===== src/rtl/case_distribute.sv =====
// case_distribute: registered 1-to-NCH demux with per-channel one-entry holding registers,
// explicit or round-robin channel select, and a saturating count of out-of-range drops.
module case_distribute #(
    parameter int WIDTH = 4,
    parameter int NCH   = 6,
    parameter int CNT_W = 8
) (
    input  logic             clk,
    input  logic             rst_n,
    input  logic             auto,
    input  logic             in_valid,
    output logic             in_ready,
    input  logic [2:0]       in_sel,
    input  logic [WIDTH-1:0] in_data,
    output logic [WIDTH-1:0] out_data0,
    output logic [WIDTH-1:0] out_data1,
    output logic [WIDTH-1:0] out_data2,
    output logic [WIDTH-1:0] out_data3,
    output logic [WIDTH-1:0] out_data4,
    output logic [WIDTH-1:0] out_data5,
    output logic [NCH-1:0]   out_valid,
    input  logic [NCH-1:0]   out_ready,
    output logic [2:0]       rr_ptr,
    output logic [CNT_W-1:0] drop_count,
    output logic             sel_err
);
    logic [WIDTH-1:0] data [NCH];
    logic [2:0]       tgt;
    logic             tgt_ok;
    logic             accept;
    logic             drop;
    logic [NCH-1:0]   load;

    assign tgt      = auto ? rr_ptr : in_sel;
    assign tgt_ok   = int'(tgt) < NCH;
    // out-of-range targets are always accepted so the source never stalls on a bad select
    assign in_ready = tgt_ok ? (!out_valid[tgt] || out_ready[tgt]) : 1'b1;
    assign accept   = in_valid && in_ready;
    assign drop     = accept && !tgt_ok;
    assign load     = (accept && tgt_ok) ? NCH'(1) << tgt : '0;

    always_ff @(posedge clk or negedge rst_n) begin
        if (!rst_n) begin
            out_valid  <= '0;
            rr_ptr     <= '0;
            drop_count <= '0;
            sel_err    <= 1'b0;
            for (int k = 0; k < NCH; k++) data[k] <= '0;
        end else begin
            out_valid <= load | (out_valid & ~out_ready);
            for (int k = 0; k < NCH; k++) if (load[k]) data[k] <= in_data;
            if (accept && auto) rr_ptr <= (int'(rr_ptr) == NCH - 1) ? '0 : rr_ptr + 3'd1;
            if (drop && drop_count != '1) drop_count <= drop_count + CNT_W'(1);
            sel_err <= sel_err | drop;
        end
    end

    assign out_data0 = data[0];
    assign out_data1 = data[1];
    assign out_data2 = data[2];
    assign out_data3 = data[3];
    assign out_data4 = data[4];
    assign out_data5 = data[5];
endmodule


===== config.mk =====
export PLATFORM = sky130hd
export DESIGN_NAME = case_distribute
export DESIGN_NICKNAME = d
export VERILOG_FILES = /design/src/rtl/case_distribute.sv
export SDC_FILE = /design/constraint.sdc
export NUM_CORES = 1
export LEC_CHECK = 0
export ABC_AREA = 1
export BUFFER_PORTS_ARGS = -buffer_cell sky130_fd_sc_hd__buf_2
export CAP_MARGIN = 30
export CORE_UTILIZATION = 45
export CTS_BUF_LIST = sky130_fd_sc_hd__clkbuf_8
export DETAILED_ROUTE_END_ITERATION = 12
export GPL_TIMING_DRIVEN = 0
export PLACE_DENSITY = 0.82
export SYNTH_ARGS = -nofsm -noshare
export SYNTH_HDL_FRONTEND = slang
export SYNTH_SLANG_ARGS = --single-unit

===== constraint.sdc =====
create_clock -name clk -period 2.2 [get_ports clk]
set_clock_uncertainty 0.05 [all_clocks]
set_input_delay 0.22 -clock clk [delete_from_list [all_inputs] [get_ports clk]]
set_output_delay 0.22 -clock clk [all_outputs]
set_load 0.005 [all_outputs]

==> results of run 1 <==
per-layer routing:
layer	wire (um)	part of all wire, %
met5	0	0
met1	2120	47
met2	2020	45
met3	305	6.7
met4	89	2.0
power by group:
part / total (uW) / internal, uW / switching (uW)
Sequential: 1250 / 1060 / 190
Clock: 460 / 213 / 247
Combinational: 1020 / 467 / 557
Total: 2730 / 1740 / 994
what timing repair did:
| item | in CTS | in global routing |
|---|---|---|
| endpoints found under the setup margin | 0 | 1 |
| hold buffers | 0 | 0 |
| buffers inserted | 0 | 2 |
| resized for setup | 0 | 0 |
layout make-up:
cell class,count,area (um2),area share [%]
Timing Repair Buffer,59,300,12.1
Sequential cell,42,1050,42.3
Tap cell,52,65.1,2.62
Buffer,7,52.6,2.12
Multi-Input combinational cell,162,872,35.1
Clock buffer,5,68.8,2.77
Inverter,15,61.3,2.47
Clock inverter,2,11.3,0.454
sequential cells by signal, indices dropped and copies added (netlist names):
name and flops:
drop_count 8, out_valid 6, out_data0 4, out_data1 4
out_data2 4, out_data3 4, out_data4 4, out_data5 4
rr_ptr 3, sel_err 1
metrics by stage:
step / area [um2] / utilization (%)
finish: 2480 / 57.0
global route: 2480 / 57.0
CTS: 2470 / 56.7
detailed placement: 2390 / 54.8
global placement: 2390 / 54.8
floorplan: 2040 / -
cell usage in the layout (no fill, tap or decap), drive strengths merged:
cell type,count
buf,65
nand3,10
nor2,14
inv,16
nand2,80
mux2,1
clkbuf,6
nand4,35
o21ai,8
a21oi,1
nor3,2
or2,2
ha,1
xor2,3
xnor2,5
dfrtp,42
clkinvlp,1
how the worst min path moves through the flow:
stage               start       endpoint  depth (start not counted)
floorplan           rst_n  drop_count[0]                          0
global placement    rst_n   out_data0[2]                          1
detailed placement  rst_n   out_data1[1]                          1
CTS                 rst_n   out_data2[3]                          1
global route        rst_n   out_data0[0]                          1
finish              rst_n   out_data0[0]                          1
cells by family after synthesis:
| logic type | after synthesis | share of synthesized area (%) |
|---|---|---|
| AOI/OAI and AO/OA | 9 | 3.32 |
| xor gates and xnor gates | 8 | 3.44 |
| muxes | 1 | 0.553 |
| adders and majority gates | 1 | 0.614 |
| buffers and inverters | 22 | 5.59 |
| DFF | 42 | 51.6 |
| and+or+nand+nor | 143 | 34.9 |
worst max-delay path, stage by stage (launching register included):
cell,delay [ps]
dfrtp_1,430
inv_1,110
nand2_1,80
nand2_2,100
nand3_1,110
nand3_2,120
a21oi_4,210
buf_6,150
buf_2,110
==> out/results.txt, run 1 <==
worst setup margin -> 219 ps
initial antenna violation count -> 0
HP Class -> in -> async
cell taking the most area after synthesis -> dfrtp_1
Setup CP Type -> reg -> out
Total Wirelength -> 4540 um
vias in the first global route -> 1727
Synth Cell Area -> 2040 um2
Rows -> 24
syn_nets -> 244
Die W -> 69.3 um
Clk Latency, worst-skew pair -> 290 ps
overflow left after global routing -> 0
r2r worst-path depth -> 8
initial DRC count -> 90
#FFs+latches synth -> 42
pin count of the biggest net entering global routing -> 43
Synth Instances -> 226
Critical Path Sink -> in_ready
CP Launch Type -> flip-flop
Seq/Total Area, Yosys -> 51.6%
FF-to-FF setup slack -> 390 ps
ys flop type -> dfrtp_1
clock sink total -> 42
yosys warns -> 0
count leader, synth -> nand2_1
Area Overhead vs Synth -> 21.9%
reg2reg start -> rr_ptr[2]
period utilisation layout -> 90.1%
met1 usage in global routing -> 28.3%
failing checks -> hold timing
worst path required time -> 1930 ps
GP Congestion -> 0.918
fin cells -> 344
post-layout min period -> 1980 ps
CTS tree -> yes
Slew headroom -> 40.6%
Die Y-Extent -> 69.3 um
clock buffer depth -> 2
total die area -> 4800 um2
Worst-Margin Slew -> 891 ps
Tot Pwr -> 2730 uW
All-Layer GR Usage -> 20.8%
Max Cap Viol -> 0
routed via count -> 1782
CP Max Fanout -> 10
routed len/inst -> 13.2 um
nets -> 310
met3 Track Usage GR -> 5.81%
initial core utilization -> 46.8%
Fin. Hold Viols -> 2
Slew Limit Fails -> 0
number of synthesized flops with an enable pin -> 0
global routing usage on met2 -> 30.6%
worst slack at placement -> 398 ps
share of cells above drive strength 1 -> 32.2%
Core Area -> 4350 um2
RSZ-0062 raised after global routing -> no
first-pass GRT wire length -> 7950 um
Worst-path clk slew -> 70 ps
DRC Markers -> 0
Post-synth top cells -> nand2_1 (72), dfrtp_1 (42), nand4_1 (32)
Antenna Nets Post-Route -> 0
status -> finished, violations left
port bufs -> 57
maximum vdd ir drop -> 0.543 mV
critical path launch point -> rr_ptr[0]
Reg-to-Reg End -> out_data0[0]
DP HPWL -> 3320 um
Pleak -> 0.00138 uW
endpoints failing setup -> 0
number of CTS-inserted buffers -> 5
H-Tree Depth -> 2
CP endpoint kind -> output port
grt peak-use layer -> met2
final hold slack -> -3.63 ps
Ports -> 60
Setup TNS -> 0 ps
Fillers -> 360
most area-consuming cells after synthesis -> dfrtp_1 (52%), nand2_1 (13%), nand4_1 (9.8%)
Pre-Repair DR Iteration Count -> 4
post-synthesis cell type count -> 26
Avg Vias per Cell -> 5.18
Synth async-reset ratio -> 100%
Worst EP arrival -> 1710 ps
clock tree root driver cell -> clkbuf_8
antenna diode count -> 0
Cells after DPL -> 335
fmax -> 0.505 GHz
Synth top area share -> 51.6%
Post-Syn Area per Cell -> 9.01 um2
Power per Cell Area -> 1100 nW/um2
(Power assumes the default switching activity.)
==> inputs of run 2 (changes only) <==
--- a/config.mk
+++ b/config.mk
@@ -12,6 +12,7 @@
 export CTS_BUF_LIST = sky130_fd_sc_hd__clkbuf_8
 export DETAILED_ROUTE_END_ITERATION = 12
 export GPL_TIMING_DRIVEN = 0
+export HOLD_SLACK_MARGIN = 0.08
 export PLACE_DENSITY = 0.82
 export SYNTH_ARGS = -nofsm -noshare
 export SYNTH_HDL_FRONTEND = slang
==> run 2 against run 1 <==
  * The run now ends clean
  * First-iteration DRC count decreased by 1.1%
  * Global-route usage grew 0.16 points
  * Utilization is 0.92 points higher
  * Clock power barely moved
  * Critical endpoint unchanged
  * Highest routed layer unchanged
==> out/results.txt, run 2 (synthesized netlist as in run 1, its figures left out) <==
status -> complete, no violations
Tot Pwr -> 2740 uW
Seq pwr share -> 45.5%
worst slack at placement -> 398 ps
Setup CP Type -> reg -> out
post-layout min period -> 1990 ps
nets -> 314
NetSw -> 998 uW
crit path cell chain -> inv_1 > nand2_1 > nand2_2 > nand3_1 > nand3_2 > a21oi_4 > buf_6 > buf_2
antenna diode count -> 0
clock buffer depth -> 2
endpoints failing setup -> 0
initial core utilization -> 46.8%
Antenna Nets Post-Route -> 0
Largest Register -> drop_count
DRC Markers -> 0
Rows -> 24
commonest non-fill, non-tap cell in the layout -> nand2_1
Pleak -> 0.00139 uW
overflow left after global routing -> 0
Setup TNS -> 0 ps
number of flip-flops in the largest register -> 8
WHS Path Cells -> 2
Worst-path clk slew -> 70 ps
Clk Latency, worst-skew pair -> 290 ps
FF-to-FF setup slack -> 390 ps
Core Area -> 4350 um2
Die Y-Extent -> 69.3 um
critical path launch point -> rr_ptr[0]
max incr delay on CP -> 430 ps
internal power -> 1740 uW
initial DRC count -> 89
routed via count -> 1810
fmax -> 0.503 GHz
HP Class -> in -> reg
Critical Path Sink -> in_ready
top flop regs -> drop_count: 8 flops, out_valid: 6 flops
Worst path depth -> 8
maximum vdd ir drop -> 0.548 mV
Worst EP arrival -> 1720 ps
Resized Gates After CTS -> 0
Avg Vias per Cell -> 5.20
Max Cap Viol -> 0
Fin. Hold Viols -> 0
CP endpoint kind -> output port
GP Congestion -> 0.918
Die W -> 69.3 um
Slew Limit Fails -> 0
port bufs -> 57
worst path required time -> 1930 ps
pin count of the biggest net entering global routing -> 43
Pre-Repair DR Iteration Count -> 4
Slew headroom -> 38.8%
RSZ-0062 raised after global routing -> no
logic gate share of total power -> 37.7%
Clk pwr share -> 16.8%
share of cells above drive strength 1 -> 31.8%
Total Wirelength -> 4610 um
most frequent cells in the layout -> nand2_1 (72), buf_2 (60), dfrtp_1 (42)
HP Start -> out_ready[0]
Ports -> 60
worst setup margin -> 213 ps
CP Launch Type -> flip-flop
r2r worst-path depth -> 8
Switching Share -> 36.5%
clock tree root driver cell -> clkbuf_8
CTS tree -> yes
Worst Path Buf+Inv -> 3
CP Max Fanout -> 10
total die area -> 4800 um2
All-Layer GR Usage -> 20.9%
Worst-Margin Slew -> 918 ps
initial antenna violation count -> 0
reg2reg start -> rr_ptr[2]
number of CTS-inserted buffers -> 5
H-Tree Depth -> 2
Largest delay share family, worst path -> flip-flops
routed len/inst -> 13.2 um
DP HPWL -> 3320 um
Reg-to-Reg End -> out_data0[0]
clock sink total -> 42
Power per Cell Area -> 1090 nW/um2
period utilisation layout -> 90.3%
Area Overhead vs Synth -> 23.8%
first-pass GRT wire length -> 8020 um
CP max stage cell -> dfrtp_1
vias in the first global route -> 1747
[run 2: final cells by class]
type | count | area, um2
Buffer | 7 | 52.6
Sequential cell | 42 | 1050
Tap cell | 52 | 65.1
Clock inverter | 2 | 11.3
Clock buffer | 5 | 68.8
Multi-Input combinational cell | 162 | 872
Fill cell | 354 | 1830
Inverter | 15 | 61.3
Timing Repair Buffer | 63 | 340
[run 2: how the worst min path moves through the flow]
stage          slack [ps]       endpoint
6_report               90   out_valid[0]
3_3_place_gp          340   out_data0[2]
5_1_grt               100   out_valid[0]
2_1_floorplan        -130  drop_count[0]
3_5_place_dp          350   out_data1[1]
4_1_cts                80   out_valid[0]
[run 2: routing by layer]
layer  vias to the layer above  wire, um  GRT usage, %
li1                        898         -             -
met1                       832      2170          28.4
met2                        69      2060          31.1
met3                        11       291          5.67
met4                         0        90          9.98
met5                         -         0             0
[run 2: power by group through the flow]
stage	Combinational, uW	Clock, uW	Sequential (uW)
floorplan	553	0	1270
CTS	1020	475	1250
global route	1170	502	1290
global placement	984	0	1250
detailed placement	1010	0	1260
finish	1030	461	1250
[run 2: worst register-to-register path, delay by kind of cell, from the launching register on]
kind            cells  cell delay, ps
compound gates      1             130
simple gates        5             850
flops               1             400
buf+inv             2             270
[run 2: what timing repair did]
action	CTS	global route
hold buffers	4	0
hold endpoints to repair	45	0
setup endpoints to repair	0	1
buffers inserted	0	2
[run 2: metrics by stage]
step                      instance area [um2]  hold slack (ps)  utilization (%)  cells
after floorplan                          2040             -126                -    226
after global placement                   2390              344             54.8    335
after detailed placement                 2390              352             54.8    335
after CTS                                2510             81.3             57.6    346
after global routing                     2520              105             57.9    348
final                                    2520             85.2             57.9    348
==> inputs of run 3 (changes only) <==
--- a/config.mk
+++ b/config.mk
@@ -5,7 +5,6 @@
 export SDC_FILE = /design/constraint.sdc
 export NUM_CORES = 1
 export LEC_CHECK = 0
-export ABC_AREA = 1
 export BUFFER_PORTS_ARGS = -buffer_cell sky130_fd_sc_hd__buf_2
 export CAP_MARGIN = 30
 export CORE_UTILIZATION = 45
@@ -13,7 +12,7 @@
 export DETAILED_ROUTE_END_ITERATION = 12
 export GPL_TIMING_DRIVEN = 0
 export HOLD_SLACK_MARGIN = 0.08
-export PLACE_DENSITY = 0.82
+export PLACE_DENSITY = 0.84
 export SYNTH_ARGS = -nofsm -noshare
 export SYNTH_HDL_FRONTEND = slang
 export SYNTH_SLANG_ARGS = --single-unit
==> run 3 against run 2 <==
  * Area after synthesis fell by 12%
  * Global-route usage shrank 1.3 points
  * Power up 2.1%
  * Utilization increased by 2.9 points
  * Clock power up 33%
  * First-iteration DRC count fell by 2.2%
  * Critical path type unchanged
  * Critical endpoint unchanged
  * Largest power group unchanged
==> out/results.txt, run 3 <==
status -> complete, no violations
number of synthesized flops with an enable pin -> 0
Power per Cell Area -> 1230 nW/um2
endpoints failing setup -> 0
Slew Limit Fails -> 0
Post-synth top cells -> dfrtp_1 (42), mux2_2 (25), nand2_1 (9)
most area-consuming cells after synthesis -> dfrtp_1 (59%), mux2_2 (16%), nand2b_1 (2.8%)
Worst-path clk slew -> 80 ps
Largest Register -> drop_count
vias in the first global route -> 1342
Pleak -> 0.00117 uW
CTS tree -> yes
initial antenna violation count -> 0
reg2reg start -> rr_ptr[1]
initial DRC count -> 87
r2r worst-path depth -> 6
CP max stage cell -> dfrtp_1
Synth Instances -> 137
CP Max Fanout -> 6
worst path required time -> 1930 ps
Switching Share -> 30.2%
top flop regs -> drop_count: 8 flops, out_valid: 6 flops
Worst EP arrival -> 1700 ps
final std cell area, no fill -> 2280 um2
fmax -> 0.507 GHz
ys flop type -> dfrtp_1
nets -> 223
syn_nets -> 155
clock sink total -> 42
Clk Latency, worst-skew pair -> 290 ps
count leader, synth -> dfrtp_1
most frequent cells in the layout -> buf_2 (60), dfrtp_1 (42), mux2_2 (25)
H-Tree Depth -> 2
critical path launch point -> rr_ptr[1]
GP Congestion -> 0.808
share of cells above drive strength 1 -> 45.9%
Avg Vias per Cell -> 5.23
Setup CP Type -> reg -> out
CP Launch Type -> flip-flop
Seq/Total Area, Yosys -> 58.9%
Die Y-Extent -> 64.9 um
met1 WL -> 1670 um
Worst-Margin Slew -> 932 ps
antenna diode count -> 0
routed length on met2 -> 1750 um
crit path cell chain -> mux2i_4 > mux2i_1 > a222oi_1 > buf_4 > buf_2
DRC Markers -> 0
routed len/inst -> 14.8 um
yosys warns -> 0
internal power -> 1950 uW
All-Layer GR Usage -> 19.7%
CP endpoint kind -> output port
Total Wirelength -> 3740 um
worst setup margin -> 227 ps
HP Class -> in -> reg
number of CTS-inserted buffers -> 5
Synth top area share -> 58.9%
initial core utilization -> 47.6%
routed via count -> 1322
met3 wire len -> 268 um
Slew headroom -> 37.9%
DP HPWL -> 2740 um
overflow left after global routing -> 0
port bufs -> 59
post-synthesis cell type count -> 29
Setup TNS -> 0 ps
Post-Syn Area per Cell -> 13.0 um2
Critical Path Sink -> in_ready
Rows -> 22
worst slack at placement -> 370 ps
Ports -> 60
FF-to-FF setup slack -> 500 ps
period utilisation layout -> 89.7%
clock tree root driver cell -> clkbuf_8
final hold slack -> 190 ps
post-layout min period -> 1970 ps
Antenna Nets Post-Route -> 0
Fin. Hold Viols -> 0
Core Area -> 3740 um2
Max Cap Viol -> 0
clock buffer depth -> 2
cell taking the most area after synthesis -> dfrtp_1
Synth async-reset ratio -> 100%
#FFs+latches synth -> 42
Synth Cell Area -> 1780 um2
maximum vdd ir drop -> 0.809 mV
max incr delay on CP -> 450 ps
Area Overhead vs Synth -> 27.7%
Die W -> 64.9 um
Pre-Repair DR Iteration Count -> 4
Reg-to-Reg End -> rr_ptr[0]
pin count of the biggest net entering global routing -> 43
highest metal used -> met4
logic gate share of total power -> 31.4%
first-pass GRT wire length -> 6150 um
Post-DP Area -> 2140 um2
NetSw -> 844 uW
Seq pwr share -> 46.6%
Tot Pwr -> 2790 uW
RSZ-0062 raised after global routing -> no
Clk pwr share -> 21.9%
total die area -> 4220 um2
number of flip-flops in the largest register -> 8
commonest non-fill, non-tap cell in the layout -> buf_2
[run 3: timing repair]
item                                    4_1_cts  5_1_grt
hold buffers                                  1        0
hold endpoints to repair                     42        0
endpoints found under the setup margin        0        1
resized for setup                             0        1
setup buffers                                 0        1
[run 3: cell type report]
| type | count | area, um2 |
|---|---|---|
| clock inverter | 1 | 30.0 |
| sequential | 42 | 1050 |
| clock buffer | 6 | 82.6 |
| fill | 324 | 1470 |
| tap | 48 | 60.1 |
| timing repair buffer | 61 | 313 |
| buffer | 1 | 5.00 |
| multi-input combinational | 93 | 732 |
| inverter | 1 | 3.75 |
[run 3: per-stage QoR]
stage / utilization (%) / cells
detailed placement: 57.1 / 244
finish: 60.8 / 253
CTS: 60.4 / 252
floorplan: - / 137
global route: 60.8 / 253
global placement: 57.1 / 244
[run 3: cells by family after synthesis]
logic type               synth area share (%)
AND/OR/NAND/NOR                          13.4
flip-flops                               58.9
multiplexers                             18.8
AO/OA/AOI/OAI                            3.72
XOR/XNOR                                 3.93
buffers and inverters                   0.491
adder cells (fa/ha/maj)                 0.702
[run 3: critical path: cells and delay by family, from the launching register on]
| kind | cells | cell delay [ps] |
|---|---|---|
| multiplexers | 2 | 370 |
| AO/OA/AOI/OAI | 1 | 320 |
| flip-flops | 1 | 450 |
| buffers and inverters | 2 | 270 |
[run 3: worst min path at each step]
stage	from	end	slack, ps	cells after the start
floorplan	rst_n	drop_count[0]	-130	0
global route	out_ready[0]	out_valid[0]	200	3
CTS	out_ready[2]	out_valid[2]	180	3
global placement	rst_n	drop_count[5]	350	1
detailed placement	rst_n	drop_count[4]	350	1
finish	out_ready[3]	out_valid[3]	190	3
[run 3: power groups by stage]
stage / sequential, uW / clock, uW / combinational [uW]
after CTS: 1300 / 630 / 886
final: 1300 / 613 / 878
after floorplan: 1320 / 0 / 417
after global routing: 1350 / 652 / 973
after global placement: 1290 / 0 / 849
after detailed placement: 1310 / 0 / 881
[run 3: layer usage]
metal	GRT usage, %	vias to the layer above
met2	32.3	48
met3	6.87	8
met4	6.67	0
li1	-	618
met1	23.9	648
met5	0	-
